--- config.mk ---
export PLATFORM = sky130hd
export DESIGN_NAME = panel_jam_seq
export DESIGN_NICKNAME = d
export VERILOG_FILES = /design/src/rtl/panel_jam_seq_pkg.sv /design/src/rtl/panel_jam_seq_edge_rise.sv /design/src/rtl/panel_jam_seq.sv
export SDC_FILE = /design/constraint.sdc
export NUM_CORES = 1
export LEC_CHECK = 0
export CORE_MARGIN = 2
export CORE_UTILIZATION = 25
export CTS_CLUSTER_SIZE = 24
export DETAILED_ROUTE_END_ITERATION = 8
export GPL_TIMING_DRIVEN = 1
export HOLD_SLACK_MARGIN = 0.1
export PLACE_DENSITY = 0.52
export SYNTH_ARGS = -nofsm -noshare
export SYNTH_HDL_FRONTEND = slang
export SYNTH_HIERARCHICAL = 1
export SYNTH_SLANG_ARGS = --single-unit
--- constraint.sdc ---
create_clock -name clk -period 2.1 [get_ports clk]
set_input_delay 0.315 -clock clk [delete_from_list [all_inputs] [get_ports clk]]
set_output_delay 0.315 -clock clk [all_outputs]
set_load 0.005 [all_outputs]
--- src/rtl/panel_jam_seq_pkg.sv ---
// altair_pkg: opcodes, sequencer states and panel commands shared by the panel jam sequencer.
package altair_pkg;

    localparam logic [7:0] JMP_OP = 8'hC3;
    localparam logic [7:0] NOP_OP = 8'h00;

    typedef enum logic [2:0] {
        ST_IDLE,
        ST_J_OP,
        ST_J_LO,
        ST_J_HI,
        ST_J_NOP,
        ST_W_SYNC,
        ST_DEP
    } panel_state_t;

    typedef enum logic [2:0] {
        CMD_NONE,
        CMD_EXAM,
        CMD_EXNX,
        CMD_DEP,
        CMD_DPNX,
        CMD_RST
    } panel_cmd_t;

    // RESET outranks everything, then the deposit family, then examine.
    function automatic panel_cmd_t pick_cmd(input logic rst_p, input logic dpnx_p,
                                            input logic dep_p, input logic exnx_p,
                                            input logic exam_p);
        return rst_p  ? CMD_RST  :
               dpnx_p ? CMD_DPNX :
               dep_p  ? CMD_DEP  :
               exnx_p ? CMD_EXNX :
               exam_p ? CMD_EXAM : CMD_NONE;
    endfunction

endpackage

--- src/rtl/panel_jam_seq_edge_rise.sv ---
// edge_rise: registered rising-edge detector; o_rise pulses one clk after i_d goes high.
module edge_rise (
    input  logic clk,
    input  logic rst_n,
    input  logic i_d,
    output logic o_rise
);

    logic r_prev;
    logic r_rise;

    always_ff @(posedge clk or negedge rst_n) begin
        if (!rst_n) begin
            r_prev <= 1'b0;
            r_rise <= 1'b0;
        end else begin
            r_prev <= i_d;
            r_rise <= i_d & ~r_prev;
        end
    end

    assign o_rise = r_rise;

endmodule

--- src/rtl/panel_jam_seq.sv ---
// panel_jam_seq: front-panel sequencer jamming opcodes onto the CPU read path and strobing deposits.
// Define PANEL_TIMEOUT_EN to abort stalled sequences after TIMEOUT_CYC cycles and flag err.
module panel_jam_seq
    import altair_pkg::*;
#(
    parameter int TIMEOUT_CYC = 65535
) (
    input  logic       clk,
    input  logic       rst_n,
    input  logic       pause_sw,
    input  logic       exam_p,
    input  logic       exnx_p,
    input  logic       dep_p,
    input  logic       dpnx_p,
    input  logic       rst_p,
    input  logic [7:0] lo_sw,
    input  logic [7:0] hi_sw,
    input  logic       cpu_dbin,
    input  logic       cpu_sync,
    output logic       jam_act,
    output logic [7:0] jam_data,
    output logic       cpu_run,
    output logic       dep_we,
    output logic [7:0] dep_data,
    output logic       busy,
    output logic       err
);

`ifdef PANEL_TIMEOUT_EN
    localparam bit TMO_EN = 1'b1;
`else
    localparam bit TMO_EN = 1'b0;
`endif
    localparam int TW = $clog2(TIMEOUT_CYC + 1);

    panel_state_t r_state;
    logic         r_jam_act;
    logic [7:0]   r_jam_data;
    logic         r_cpu_run;
    logic         r_dep_we;
    logic [7:0]   r_dep_data;
    logic         r_err;
    logic [7:0]   r_lo;
    logic [7:0]   r_hi;
    logic         r_is_dpnx;
    logic [TW-1:0] r_tmo;

    logic         w_dbin_rise;
    logic         w_sync_rise;
    logic         w_consume;
    logic         w_wait;
    logic         w_tmo;
    panel_cmd_t   w_cmd;

    edge_rise u_dbin_edge (.clk(clk), .rst_n(rst_n), .i_d(cpu_dbin), .o_rise(w_dbin_rise));
    edge_rise u_sync_edge (.clk(clk), .rst_n(rst_n), .i_d(cpu_sync), .o_rise(w_sync_rise));

    assign w_cmd     = (pause_sw && r_state == ST_IDLE) ?
                       pick_cmd(rst_p, dpnx_p, dep_p, exnx_p, exam_p) : CMD_NONE;
    assign w_consume = w_dbin_rise & r_jam_act;
    assign w_wait    = r_state inside {ST_J_OP, ST_J_LO, ST_J_HI, ST_J_NOP, ST_W_SYNC};
    assign w_tmo     = TMO_EN && w_wait && (r_tmo == TW'(TIMEOUT_CYC - 1));

    // With the timeout disabled the counter is held at zero and drops out in synthesis.
    always_ff @(posedge clk or negedge rst_n) begin
        if (!rst_n)
            r_tmo <= '0;
        else if (!TMO_EN || !w_wait || w_consume || w_tmo)
            r_tmo <= '0;
        else
            r_tmo <= r_tmo + 1'b1;
    end

    always_ff @(posedge clk or negedge rst_n) begin
        if (!rst_n) begin
            r_state    <= ST_IDLE;
            r_jam_act  <= 1'b0;
            r_jam_data <= 8'h00;
            r_cpu_run  <= 1'b0;
            r_dep_we   <= 1'b0;
            r_dep_data <= 8'h00;
            r_err      <= 1'b0;
            r_lo       <= 8'h00;
            r_hi       <= 8'h00;
            r_is_dpnx  <= 1'b0;
        end else begin
            r_dep_we <= 1'b0;
            if (w_tmo) begin
                r_state    <= ST_IDLE;
                r_jam_act  <= 1'b0;
                r_jam_data <= 8'h00;
                r_cpu_run  <= 1'b0;
                r_err      <= 1'b1;
            end else begin
                case (r_state)
                    ST_IDLE: begin
                        if (w_cmd != CMD_NONE) begin
                            r_err     <= 1'b0;
                            r_is_dpnx <= (w_cmd == CMD_DPNX);
                            r_lo      <= (w_cmd == CMD_RST) ? 8'h00 : lo_sw;
                            r_hi      <= (w_cmd == CMD_RST) ? 8'h00 : hi_sw;
                            if (w_cmd == CMD_EXAM || w_cmd == CMD_RST) begin
                                r_state    <= ST_J_OP;
                                r_jam_act  <= 1'b1;
                                r_cpu_run  <= 1'b1;
                                r_jam_data <= JMP_OP;
                            end else if (w_cmd == CMD_EXNX || w_cmd == CMD_DPNX) begin
                                r_state    <= ST_J_NOP;
                                r_jam_act  <= 1'b1;
                                r_cpu_run  <= 1'b1;
                                r_jam_data <= NOP_OP;
                            end else begin
                                r_state    <= ST_DEP;
                                r_dep_we   <= 1'b1;
                                r_dep_data <= lo_sw;
                            end
                        end
                    end
                    ST_J_OP: begin
                        if (w_consume) begin
                            r_state    <= ST_J_LO;
                            r_jam_data <= r_lo;
                        end
                    end
                    ST_J_LO: begin
                        if (w_consume) begin
                            r_state    <= ST_J_HI;
                            r_jam_data <= r_hi;
                        end
                    end
                    ST_J_HI, ST_J_NOP: begin
                        // DEPOSIT NEXT keeps the CPU running until it fetches from the next address.
                        if (w_consume) begin
                            r_state    <= (r_state == ST_J_NOP && r_is_dpnx) ? ST_W_SYNC : ST_IDLE;
                            r_cpu_run  <= (r_state == ST_J_NOP && r_is_dpnx);
                            r_jam_act  <= 1'b0;
                            r_jam_data <= 8'h00;
                        end
                    end
                    ST_W_SYNC: begin
                        if (w_sync_rise) begin
                            r_state    <= ST_DEP;
                            r_cpu_run  <= 1'b0;
                            r_dep_we   <= 1'b1;
                            r_dep_data <= r_lo;
                        end
                    end
                    default: r_state <= ST_IDLE;
                endcase
            end
        end
    end

    assign jam_act  = r_jam_act;
    assign jam_data = r_jam_data;
    assign cpu_run  = r_cpu_run;
    assign dep_we   = r_dep_we;
    assign dep_data = r_dep_data;
    assign busy     = (r_state != ST_IDLE);
    assign err      = r_err;

endmodule
# After elaboration in Yosys (flattened, before gate mapping)
# Cells that the tools add are included.
# totals
ff_bits	43
# classes
eq_ne	17
n_reduce_logical	18
muxes	42
bitwise	5
# op_table
operator	count
8-bit two-way mux	12
8-bit one-hot mux with 4 select lines	1
3-bit two-way mux	10
8-bit one-hot mux with 2 select lines	1
3-bit one-hot mux with 5 select lines	1
5-bit AND reduction	3
3-bit equality test, second input constant	4
1-bit two-way mux	11
2-bit inequality test, second input constant	5
3-bit by 2-bit equality test with 1-bit output, second input constant	3
3-bit nonzero test	3
3-bit by 1-bit equality test with 1-bit output, second input constant	2
2-bit two-way mux	3
6-bit AND reduction	1
2-bit by 1-bit inequality test with 1-bit output, second input constant	2
1-bit one-hot mux with 2 select lines	2
4-bit AND reduction	1
2-bit nonzero test	2
4-bit nonzero test	1
1-bit bitwise AND	3
3-bit zero test	1
3-bit by 1-bit inequality test with 1-bit output, second input constant	1
1-bit one-hot mux with 3 select lines	1
1-bit logical AND	2
other kinds (4)	6

# Logic depth before layout (Yosys ltp)
# Gate-level depths: netlist (run 1).
# depth
word_depth	12
depth_mapped	7
depth_no_buf	5

# Modules after synthesis
# The synthesis (run 1) kept the hierarchy.
# modules_own_cells
module	cells_each	area_each_um2	n_inst
panel_jam_seq	177	1985.7	1
edge_rise	3	63.8	2

# Least setup slack after synthesis (run 1)
# OpenSTA, ideal clock, no wires.
# synth_timing
kind	input to register
from	input exam_p
to	register r_jam_data[0], in the netlist jam_data[0]
n_path_buf	1
setup_slack_ns	0.502
stages	5
required_ns	1.975
t_arrival_ns	1.473
cell_sequence	o21ba_1 o31a_1 a221o_1 buf_6 mux2_4
# synth_via
elab_chain_len	11
elab_cells_between_ends	19
classes_between	eq/ne: 6; mux: 9; reduce/logical: 4
# synth_lines
item	line	source
start, declared	panel_jam_seq.sv:11	input logic exam_p,
1-bit two-way mux *	panel_jam_seq_pkg.sv:34	exam_p ? CMD_EXAM : CMD_NONE;
2-bit two-way mux *	panel_jam_seq_pkg.sv:33	exnx_p ? CMD_EXNX :
2-bit two-way mux *	panel_jam_seq_pkg.sv:32	dep_p ? CMD_DEP :
3-bit two-way mux *	panel_jam_seq_pkg.sv:31	dpnx_p ? CMD_DPNX :
3-bit two-way mux *	panel_jam_seq_pkg.sv:30	return rst_p ? CMD_RST :
3-bit two-way mux *	panel_jam_seq.sv:58	assign w_cmd = (pause_sw && r_state == ST_IDLE) ?
3-bit by 1-bit equality test with 1-bit output or 3-bit equality test (tied branches)	panel_jam_seq.sv:102	if (w_cmd == CMD_EXAM || w_cmd == CMD_RST) begin
1-bit logical OR	panel_jam_seq.sv:102	
8-bit two-way mux	panel_jam_seq.sv:102	
8-bit two-way mux	panel_jam_seq.sv:97	if (w_cmd != CMD_NONE) begin
8-bit one-hot mux with 4 select lines	panel_jam_seq.sv:95	case (r_state)
end signal, assigned	panel_jam_seq.sv:122	r_jam_data <= r_lo;
end signal, assigned	panel_jam_seq.sv:128	r_jam_data <= r_hi;
end, declared	panel_jam_seq.sv:38	logic [7:0] r_jam_data;
# Every way passes the cells marked *; elsewhere a longest branch is shown, timed or not. The select of a mux whose other input is x is not followed.
# A chain may end at the register's enable or synchronous reset.

# Worst setup path in the final report (run 1)
# layout_timing
from	input dep_p
to	register r_jam_data[2], in the netlist jam_data[2]
# layout_via
elab_chain_len	9
elab_cells_between_ends	17
classes_between	eq/ne: 6; mux: 7; reduce/logical: 4
# layout_lines
item	line	source
start, declared	panel_jam_seq.sv:13	input logic dep_p,
2-bit two-way mux *	panel_jam_seq_pkg.sv:32	
3-bit two-way mux *	panel_jam_seq_pkg.sv:31	
3-bit two-way mux *	panel_jam_seq_pkg.sv:30	
3-bit two-way mux *	panel_jam_seq.sv:58	
3-bit by 1-bit equality test with 1-bit output or 3-bit equality test (tied branches)	panel_jam_seq.sv:102	
1-bit logical OR	panel_jam_seq.sv:102	
8-bit two-way mux	panel_jam_seq.sv:102	
8-bit two-way mux	panel_jam_seq.sv:97	
8-bit one-hot mux with 4 select lines	panel_jam_seq.sv:95	
# Marks and branches as above.

==> results of run 1 <==
final timing paths:
kind                                              start                      endpoint  slack [ns]  cells past startpoint
setup / recovery                                  dep_p       jam_data[2]$_DFFE_PN0P_        0.19                      6
hold / removal             u_dbin_edge/r_prev$_DFF_PN0_  u_dbin_edge/o_rise$_DFF_PN0_        0.45                      1
setup reg to reg                 r_state[1]$_DFFE_PN0P_       jam_data[2]$_DFFE_PN0P_        0.24                      5
hold reg to reg            u_dbin_edge/r_prev$_DFF_PN0_  u_dbin_edge/o_rise$_DFF_PN0_        0.45                      1
max in group asynchronous                         rst_n       jam_data[6]$_DFFE_PN0P_        1.01                      3
min in group asynchronous                         rst_n  u_dbin_edge/r_prev$_DFF_PN0_        0.54                      2
worst reg2reg max path, stage by stage, from the launching register on:
cell and delay (ns):
dfrtp_1 0.42, buf_4 0.19, o211a_1 0.25, a221o_1 0.39, buf_4 0.20, mux2_4 0.30
per-stage QoR:
step,hold WS (ns),util (%)
after detailed placement,0.341,34.0
after global placement,0.338,34.0
after global routing,0.466,35.4
final,0.453,35.4
after floorplan,0.0194,-
after CTS,0.455,35.4
Yosys cell counts (3+ instances only):
cell type and instances:
inv_1 13, nor2_1 10, o21ai_0 8, dfrtp_1 43
a21oi_2 8, a22o_1 17, nor3_2 3, a22oi_1 9
mux2_4 8, buf_4 3, nand2_1 8, o22ai_1 8
buf_6 3, a21oi_1 4, buf_2 5, nor2b_1 3
cell type report:
| cell class | instances | area, um2 | share of cell area (%) |
|---|---|---|---|
| clock inverters | 3 | 43.8 | 1.50 |
| inverters | 13 | 48.8 | 1.68 |
| multi-input cells | 115 | 903 | 31.0 |
| repair buffers | 69 | 641 | 22.0 |
| flip-flops and latches | 43 | 1080 | 36.9 |
| well taps | 105 | 131 | 4.51 |
| clock buffers | 5 | 68.8 | 2.36 |
state kept, by name, indices dropped and copies added (netlist names), 3 cells and up:
register and cells:
dep_data 8, jam_data 8, r_hi 8, r_lo 8
r_state 3
repair_timing:
item                                   CTS  global route
setup endpoints to repair                0             0
hold buffers                             1             0
endpoints found under the hold margin   23             0
buffers inserted                         0             0
kinds of logic (layout without fill, tap and decap cells):
family	Yosys count	in the layout	synth area share, %
buffers and inverters	25	90	6.33
multiplexers	9	9	6.16
flip-flops	43	43	50.9
AO/OA/AOI/OAI	69	69	25.3
other	1	1	0.177
AND/OR/NAND/NOR	36	36	11.1
power groups by stage:
stage,logic [mW],registers (mW),clock network [mW]
floorplan,1.02,1.40,0
global placement,1.73,1.44,0
detailed placement,1.74,1.44,0
CTS,1.75,1.43,0.666
global route,1.90,1.48,0.701
finish,1.73,1.43,0.642
metal layers:
layer,global-route usage [%],part of all wire [%],vias to the layer above
met5,0,0,-
met4,4.17,1.2,0
met3,3.05,4.6,4
met2,18.1,47,28
met1,16.0,48,800
li1,-,-,803
==> impl_metrics.env, run 1 <==
export IMPL_rsz0062_at_grt="false"
export IMPL_dp_slack_ns=-0.132
export IMPL_max_clock_freq_mhz=524
export IMPL_vdd_drop_max_mv=0.381
export IMPL_worstSetupEndpointType="flip-flop"
export IMPL_layout_drive_gt1_share_pct=23.4
export IMPL_fin_nets=273
export IMPL_total_power_mw=3.80
export IMPL_switchingPower_mw=1.28
export IMPL_finClkSkew_ns=0.00505
export IMPL_ant_nets=0
export IMPL_synth_avg_cell_area_um2=11.5
export IMPL_powerDensity_nw_per_um2=1300
export IMPL_cts_inserted_buffers=5
export IMPL_core_um2=8220
export IMPL_seq_area_frac_synth_pct=50.9
export IMPL_final_common_cell="clkdlybuf4s50_1"
export IMPL_drt_total_wl_um=5060
export IMPL_syn_nets=209
export IMPL_ys_async_sr_fraction_pct=100
export IMPL_synth_largest_area_cell="dfrtp_1"
export IMPL_internal_power_mw=2.52
export IMPL_final_cell_mix="clkdlybuf4s50_1 (44), dfrtp_1 (43), buf_4 (22)"
export IMPL_clk_latency_ns=0.29
export IMPL_comb_power_share_pct=45.4
export IMPL_cpMaxStageDelayCell="clkdlybuf4s50_1"
export IMPL_power_share_switching_pct=33.7
export IMPL_max_stage_delay_ns=0.50
export IMPL_relSlewSlack_pct=34.9
export IMPL_grt_pass1_vias=1648
export IMPL_place_inst=344
export IMPL_num_fill_cells=851
export IMPL_wl_per_cell_um=14.3
export IMPL_path_cells="clkdlybuf4s50_1 > o21ba_1 > o31a_1 > a221o_1 > buf_4 > mux2_4"
export IMPL_status="complete, no violations"
export IMPL_htree_num_levels=2
export IMPL_p_seq_share_pct=37.7
export IMPL_min_delay_path_class="reg -> reg"
export IMPL_cp_max_fo=8
export IMPL_place_area_um2=2790
export IMPL_fp_dieH_um=95.9
export IMPL_first_iter_violations=81
export IMPL_diodes=0
export IMPL_firstDrtPassIters=4
export IMPL_fin_crit_sh_pct=90.8
export IMPL_critPathBufInv=2
export IMPL_num_vias=1635
export IMPL_crit_required_ns=2.28
export IMPL_pwr_share_clk_pct=16.9
export IMPL_worst_setup_path_type="in -> reg"
export IMPL_synth_edf_count=0
export IMPL_cts_tree="built"
export IMPL_cts_sinks=43
export IMPL_p_leak_nw=1.29
export IMPL_synth_top_area_share_pct=50.9
export IMPL_max_cap_viol_count=0
export IMPL_clk_pin_slew_ns=0.09
export IMPL_slew_viol_final=0
export IMPL_antenna_found_initial=0
export IMPL_synthesis_instances=183
export IMPL_hpwl_um=3900
export IMPL_drc=0
export IMPL_tns_ns=0
export IMPL_final_cells=353
export IMPL_synth_area_um2=2110
export IMPL_initial_core_util_pct=25.7
export IMPL_clockBufferDepth=2
export IMPL_ys_flop_type="dfrtp_1"
export IMPL_cts_resized=0
export IMPL_tightest_slew_ns=0.972
export IMPL_path_delay_family="compound AO/OA/AOI/OAI gates"
export IMPL_vias_per_cell=4.63
export IMPL_grt_pass1_wl_um=8250
export IMPL_gr_total_overflow=0
export IMPL_arrival_ns=2.09
export IMPL_yosys_warnings=6
export IMPL_num_io_pins=47
export IMPL_setup_violations=0
export IMPL_ys_top_cells_by_area="dfrtp_1 (51%), a22o_1 (7.0%), mux2_4 (5.7%), a21oi_2 (3.3%), a22oi_1 (3.2%)"
export IMPL_num_rows=33
export IMPL_io_buffers=45
export IMPL_die_area_um2=9200
export IMPL_grt_max_degree=26
export IMPL_hold_viol_final=0
export IMPL_critPathLaunchType="primary input"
export IMPL_grtUsageTotal_pct=11.8
export IMPL_area_growth_pct=37.8
export IMPL_setup_ws_ns=0.192
export IMPL_min_period_ns=1.91
export IMPL_synth_seq_cells=43
export IMPL_die_w_um=95.9
export IMPL_cts_root_buf="clkbuf_8"
export IMPL_gp_congestion=0.769
export IMPL_synthDistinctLibCells=39
export IMPL_design_area_um2=2910
Power figures use the tool's default switching activity.
==> run 2: changes to the inputs <==
--- a/config.mk
+++ b/config.mk
@@ -12,6 +12,7 @@
 export GPL_TIMING_DRIVEN = 1
 export HOLD_SLACK_MARGIN = 0.1
 export PLACE_DENSITY = 0.52
+export SLEW_MARGIN = 20
 export SYNTH_ARGS = -nofsm -noshare
 export SYNTH_HDL_FRONTEND = slang
 export SYNTH_HIERARCHICAL = 1
==> constraint.sdc (replaced) <==
create_clock -name clk -period 2.3 [get_ports clk]
set_input_delay 0.345 -clock clk [delete_from_list [all_inputs] [get_ports clk]]
set_output_delay 0.345 -clock clk [all_outputs]
set_load 0.005 [all_outputs]
==> impl_metrics.env, run 2 (same netlist as run 1, synthesis figures left out) <==
export IMPL_status="complete, no violations"
export IMPL_slew_viol_final=0
export IMPL_tns_ns=0
export IMPL_firstDrtPassIters=4
export IMPL_finClkSkew_ns=0.00431
export IMPL_fin_crit_sh_pct=90.6
export IMPL_num_vias=1592
export IMPL_gr_total_overflow=0
export IMPL_relSlewSlack_pct=55.3
export IMPL_grt_util_met1_pct=16.6
export IMPL_hold_viol_final=0
export IMPL_clk_latency_ns=0.29
export IMPL_final_cell_mix="clkdlybuf4s50_1 (44), dfrtp_1 (43), a22o_1 (17)"
export IMPL_initial_core_util_pct=25.7
export IMPL_place_inst=333
export IMPL_ant_nets=0
export IMPL_cts_setup_buffers=0
export IMPL_dp_slack_ns=0.00655
export IMPL_htree_num_levels=2
export IMPL_reg2regPathDepth=3
export IMPL_powerDensity_nw_per_um2=1200
export IMPL_min_period_ns=2.08
export IMPL_cts_sinks=43
export IMPL_postCtsHoldBufs=0
export IMPL_p_leak_nw=1.23
export IMPL_fin_nets=261
export IMPL_num_io_pins=47
export IMPL_setup_violations=0
export IMPL_cts_tree="built"
export IMPL_grt_pass1_wl_um=8250
export IMPL_design_area_um2=2810
export IMPL_critPathLaunchType="flip-flop"
export IMPL_cts_resized=0
export IMPL_wl_per_cell_um=14.4
export IMPL_met3_usage_pct=2.82
export IMPL_core_um2=8220
export IMPL_max_cap_viol_count=0
export IMPL_crit_required_ns=1.96
export IMPL_grt_util_met2_pct=17.4
export IMPL_setup_ws_ns=0.217
export IMPL_gp_congestion=0.897
export IMPL_place_area_um2=2700
export IMPL_first_iter_violations=103
export IMPL_grt_pass1_vias=1608
export IMPL_tightest_slew_ns=0.669
export IMPL_area_growth_pct=33.2
export IMPL_cp_max_fo=10
export IMPL_vias_per_cell=4.67
export IMPL_drt_total_wl_um=4930
export IMPL_drc=0
export IMPL_final_common_cell="clkdlybuf4s50_1"
export IMPL_num_rows=33
export IMPL_antenna_found_initial=0
export IMPL_clockBufferDepth=2
export IMPL_total_power_mw=3.38
export IMPL_rsz0062_at_grt="false"
export IMPL_clk_pin_slew_ns=0.08
export IMPL_die_w_um=95.9
export IMPL_grt_max_degree=44
export IMPL_busiest_layer="met2"
export IMPL_max_clock_freq_mhz=480
export IMPL_diodes=0
export IMPL_hpwl_um=3670
export IMPL_min_delay_path_class="in -> async"
export IMPL_vdd_drop_max_mv=0.401
export IMPL_cts_inserted_buffers=5
export IMPL_cts_root_buf="clkbuf_8"
export IMPL_worst_setup_path_type="reg -> out"
export IMPL_fp_dieH_um=95.9
export IMPL_grtUsageTotal_pct=11.7
export IMPL_layout_drive_gt1_share_pct=19.9
export IMPL_worstSetupEndpointType="output pin"
export IMPL_arrival_ns=1.74
export IMPL_io_buffers=45
export IMPL_die_area_um2=9200
export IMPL_final_cells=341
[run 2: per-layer routing]
metal | wire length, um | part of all wire, % | up-vias
met1 | 2410 | 49 | 777
met2 | 2280 | 46 | 30
met5 | 0 | 0 | -
li1 | - | - | 781
met3 | 187 | 3.8 | 4
met4 | 48 | 0.97 | 0
[run 2: path summary, 6_finish.rpt]
path                       slack, ns                         start                      endpoint
max                             0.22        r_state[1]$_DFFE_PN0P_                          busy
min in group clk                0.45  u_dbin_edge/r_prev$_DFF_PN0_  u_dbin_edge/o_rise$_DFF_PN0_
min reg2reg                     0.45  u_dbin_edge/r_prev$_DFF_PN0_  u_dbin_edge/o_rise$_DFF_PN0_
max in group asynchronous       1.82                         rst_n       dep_data[2]$_DFFE_PN0P_
min                             0.10                         rst_n  u_dbin_edge/r_prev$_DFF_PN0_
max reg2reg                     0.42        r_state[1]$_DFFE_PN0P_       jam_data[3]$_DFFE_PN0P_
[run 2: layout make-up]
cell class | count | area, um2
timing repair buffer | 57 | 536
multi-input combinational | 115 | 910
inverter | 13 | 48.8
tap | 105 | 131
fill | 824 | 5400
sequential | 43 | 1080
clock buffer | 5 | 68.8
clock inverter | 3 | 43.8
[run 2: stage by stage]
stage,hold slack [ns],utilization (%)
4_1_cts,0.130,34.2
5_1_grt,0.153,34.2
3_3_place_gp,0.433,32.8
2_1_floorplan,0.0494,-
3_5_place_dp,0.438,32.8
6_report,0.103,34.2
[run 2: worst max-delay path, stage by stage (launching register included)]
cell and delay (ns):
dfrtp_1 0.60, nor3_2 0.09, buf_4 0.16, inv_1 0.08, clkdlybuf4s50_1 0.51
[run 2: report_power, final]
part           total [mW]  internal [mW]  switching (mW)
Sequential           1.36           1.07           0.285
Combinational        1.44          0.829           0.607
Clock               0.591          0.324           0.267
==> run 3: changes to the inputs <==
--- a/config.mk
+++ b/config.mk
@@ -5,13 +5,14 @@
 export SDC_FILE = /design/constraint.sdc
 export NUM_CORES = 1
 export LEC_CHECK = 0
+export CAP_MARGIN = 20
 export CORE_MARGIN = 2
 export CORE_UTILIZATION = 25
 export CTS_CLUSTER_SIZE = 24
 export DETAILED_ROUTE_END_ITERATION = 8
 export GPL_TIMING_DRIVEN = 1
 export HOLD_SLACK_MARGIN = 0.1
-export PLACE_DENSITY = 0.52
+export PLACE_DENSITY = 0.54
 export SLEW_MARGIN = 20
 export SYNTH_ARGS = -nofsm -noshare
 export SYNTH_HDL_FRONTEND = slang
==> constraint.sdc (replaced) <==
create_clock -name clk -period 1.8 [get_ports clk]
set_input_delay 0.27 -clock clk [delete_from_list [all_inputs] [get_ports clk]]
set_output_delay 0.27 -clock clk [all_outputs]
set_load 0.005 [all_outputs]
==> impl_metrics.env, run 3 (same netlist as run 1, synthesis figures left out) <==
export IMPL_wl_per_cell_um=14.6
export IMPL_path_delay_family="buffers and inverters"
export IMPL_core_um2=8220
export IMPL_gr_total_overflow=0
export IMPL_initial_core_util_pct=25.7
export IMPL_critPathBufInv=3
export IMPL_drt_total_wl_um=5340
export IMPL_layout_drive_gt1_share_pct=28.8
export IMPL_clockBufferDepth=2
export IMPL_final_cell_mix="dfrtp_1 (43), clkdlybuf4s50_1 (40), buf_4 (32)"
export IMPL_area_growth_pct=43.6
export IMPL_min_period_ns=1.77
export IMPL_vdd_drop_max_mv=0.637
export IMPL_critPathLaunchType="flip-flop"
export IMPL_worst_setup_path_type="reg -> reg"
export IMPL_num_vias=1727
export IMPL_vias_per_cell=4.73
export IMPL_max_clock_freq_mhz=564
export IMPL_final_common_cell="dfrtp_1"
export IMPL_ant_nets=0
export IMPL_die_w_um=95.9
export IMPL_io_buffers=45
export IMPL_grt_pass1_wl_um=8670
export IMPL_worstSetupEndpoint="jam_data[6]$_DFFE_PN0P_"
export IMPL_setup_violations=0
export IMPL_arrival_ns=1.95
export IMPL_powerDensity_nw_per_um2=1480
export IMPL_total_power_mw=4.50
export IMPL_dp_slack_ns=-0.359
export IMPL_path_cells="buf_4 > buf_4 > nor4_1 > a221o_1 > buf_6 > mux2_4"
export IMPL_crit_path_start="r_state[1]$_DFFE_PN0P_"
export IMPL_cp_common_cell="buf_4"
export IMPL_cts_root_buf="clkbuf_8"
export IMPL_cp_max_fo=8
export IMPL_gp_congestion=0.862
export IMPL_grt_pass1_vias=1709
export IMPL_htree_num_levels=2
export IMPL_antenna_found_initial=0
export IMPL_cts_sinks=43
export IMPL_rsz0062_at_grt="true"
export IMPL_drc=0
export IMPL_status="complete, no violations"
export IMPL_crit_required_ns=1.97
export IMPL_tightest_slew_ns=0.626
export IMPL_setup_ws_ns=0.0280
export IMPL_worst_path_stages=6
export IMPL_max_stage_delay_ns=0.41
export IMPL_grtUsageTotal_pct=12.2
export IMPL_fp_dieH_um=95.9
export IMPL_cpMaxStageDelayCell="dfrtp_1"
export IMPL_grt_max_degree=29
export IMPL_slew_viol_final=0
export IMPL_max_cap_viol_count=0
export IMPL_p_leak_nw=1.37
export IMPL_min_delay_path_class="reg -> reg"
export IMPL_die_area_um2=9200
export IMPL_tns_ns=0
export IMPL_relSlewSlack_pct=58.3
export IMPL_hold_viol_final=0
export IMPL_design_area_um2=3030
export IMPL_diodes=0
export IMPL_hpwl_um=3920
export IMPL_clk_pin_slew_ns=0.08
export IMPL_cts_inserted_buffers=5
export IMPL_worstReg2RegStart="r_state[1]$_DFFE_PN0P_"
export IMPL_firstDrtPassIters=4
export IMPL_fin_nets=285
export IMPL_first_iter_violations=93
export IMPL_worstSetupEndpointType="flip-flop"
export IMPL_num_io_pins=47
export IMPL_cts_tree="built"
export IMPL_reg2regPathDepth=6
export IMPL_fin_crit_sh_pct=98.4
export IMPL_r2r_end="jam_data[6]$_DFFE_PN0P_"
export IMPL_place_area_um2=2830
export IMPL_r2r_setup_slack_ns=0.03
export IMPL_num_rows=33
export IMPL_clk_latency_ns=0.29
export IMPL_final_util_pct=36.9
export IMPL_finClkSkew_ns=0.00813
[run 3: cell types whose count changed in the layout (fill, tap and decap cells not counted), moves of 2 or more]
cell / change
buf_12: +2
buf_4: +20
clkdlybuf4s50_1: -4
dlymetal6s2s_1: +3
nor2_1: -2
nor2_2: +2
[run 3: metal layers]
layer	part of all wire (%)	global-route usage, %	vias to the layer above
met5	0	0	-
met3	2.9	2.11	8
met4	1.7	3.93	0
li1	-	-	831
met1	49	17.6	849
met2	47	18.4	39
[run 3: final cells by class]
cell class	count	area [um2]
clock buffer	6	72.6
clock inverter	2	12.5
fill	802	5180
inverter	13	48.8
multi-input combinational	115	940
sequential	43	1080
tap	105	131
timing repair buffer	81	753
[run 3: how the worst min path moves through the flow]
stage	slack, ns	from	to	cells past startpoint
floorplan	-0.03	rst_n	cpu_run$_DFFE_PN0P_	0
global placement	0.32	rst_n	u_dbin_edge/o_rise$_DFF_PN0_	1
detailed placement	0.34	rst_n	u_dbin_edge/r_prev$_DFF_PN0_	1
CTS	0.45	u_dbin_edge/r_prev$_DFF_PN0_	u_dbin_edge/o_rise$_DFF_PN0_	1
global route	0.45	cpu_dbin	u_dbin_edge/r_prev$_DFF_PN0_	1
finish	0.44	u_dbin_edge/r_prev$_DFF_PN0_	u_dbin_edge/o_rise$_DFF_PN0_	1
[run 3: stage by stage]
| stage | instances | hold WS (ns) |
|---|---|---|
| 2_1_floorplan | 183 | -0.0256 |
| 3_3_place_gp | 349 | 0.319 |
| 3_5_place_dp | 349 | 0.336 |
| 4_1_cts | 360 | 0.446 |
| 5_1_grt | 365 | 0.449 |
| 6_report | 365 | 0.444 |
[run 3: repair_timing]
action / CTS / global route
pin swaps: 1 / 9
gates resized for setup: 2 / 11
buffers inserted: 2 / 5
endpoints found under the setup margin: 17 / 35
hold endpoints to repair: 26 / 0
hold buffers: 1 / 0
[run 3: power by group]
part,internal (mW),switching (mW)
Combinational,1.29,0.942
Clock,0.271,0.327
Sequential,1.37,0.298
Total,2.94,1.57
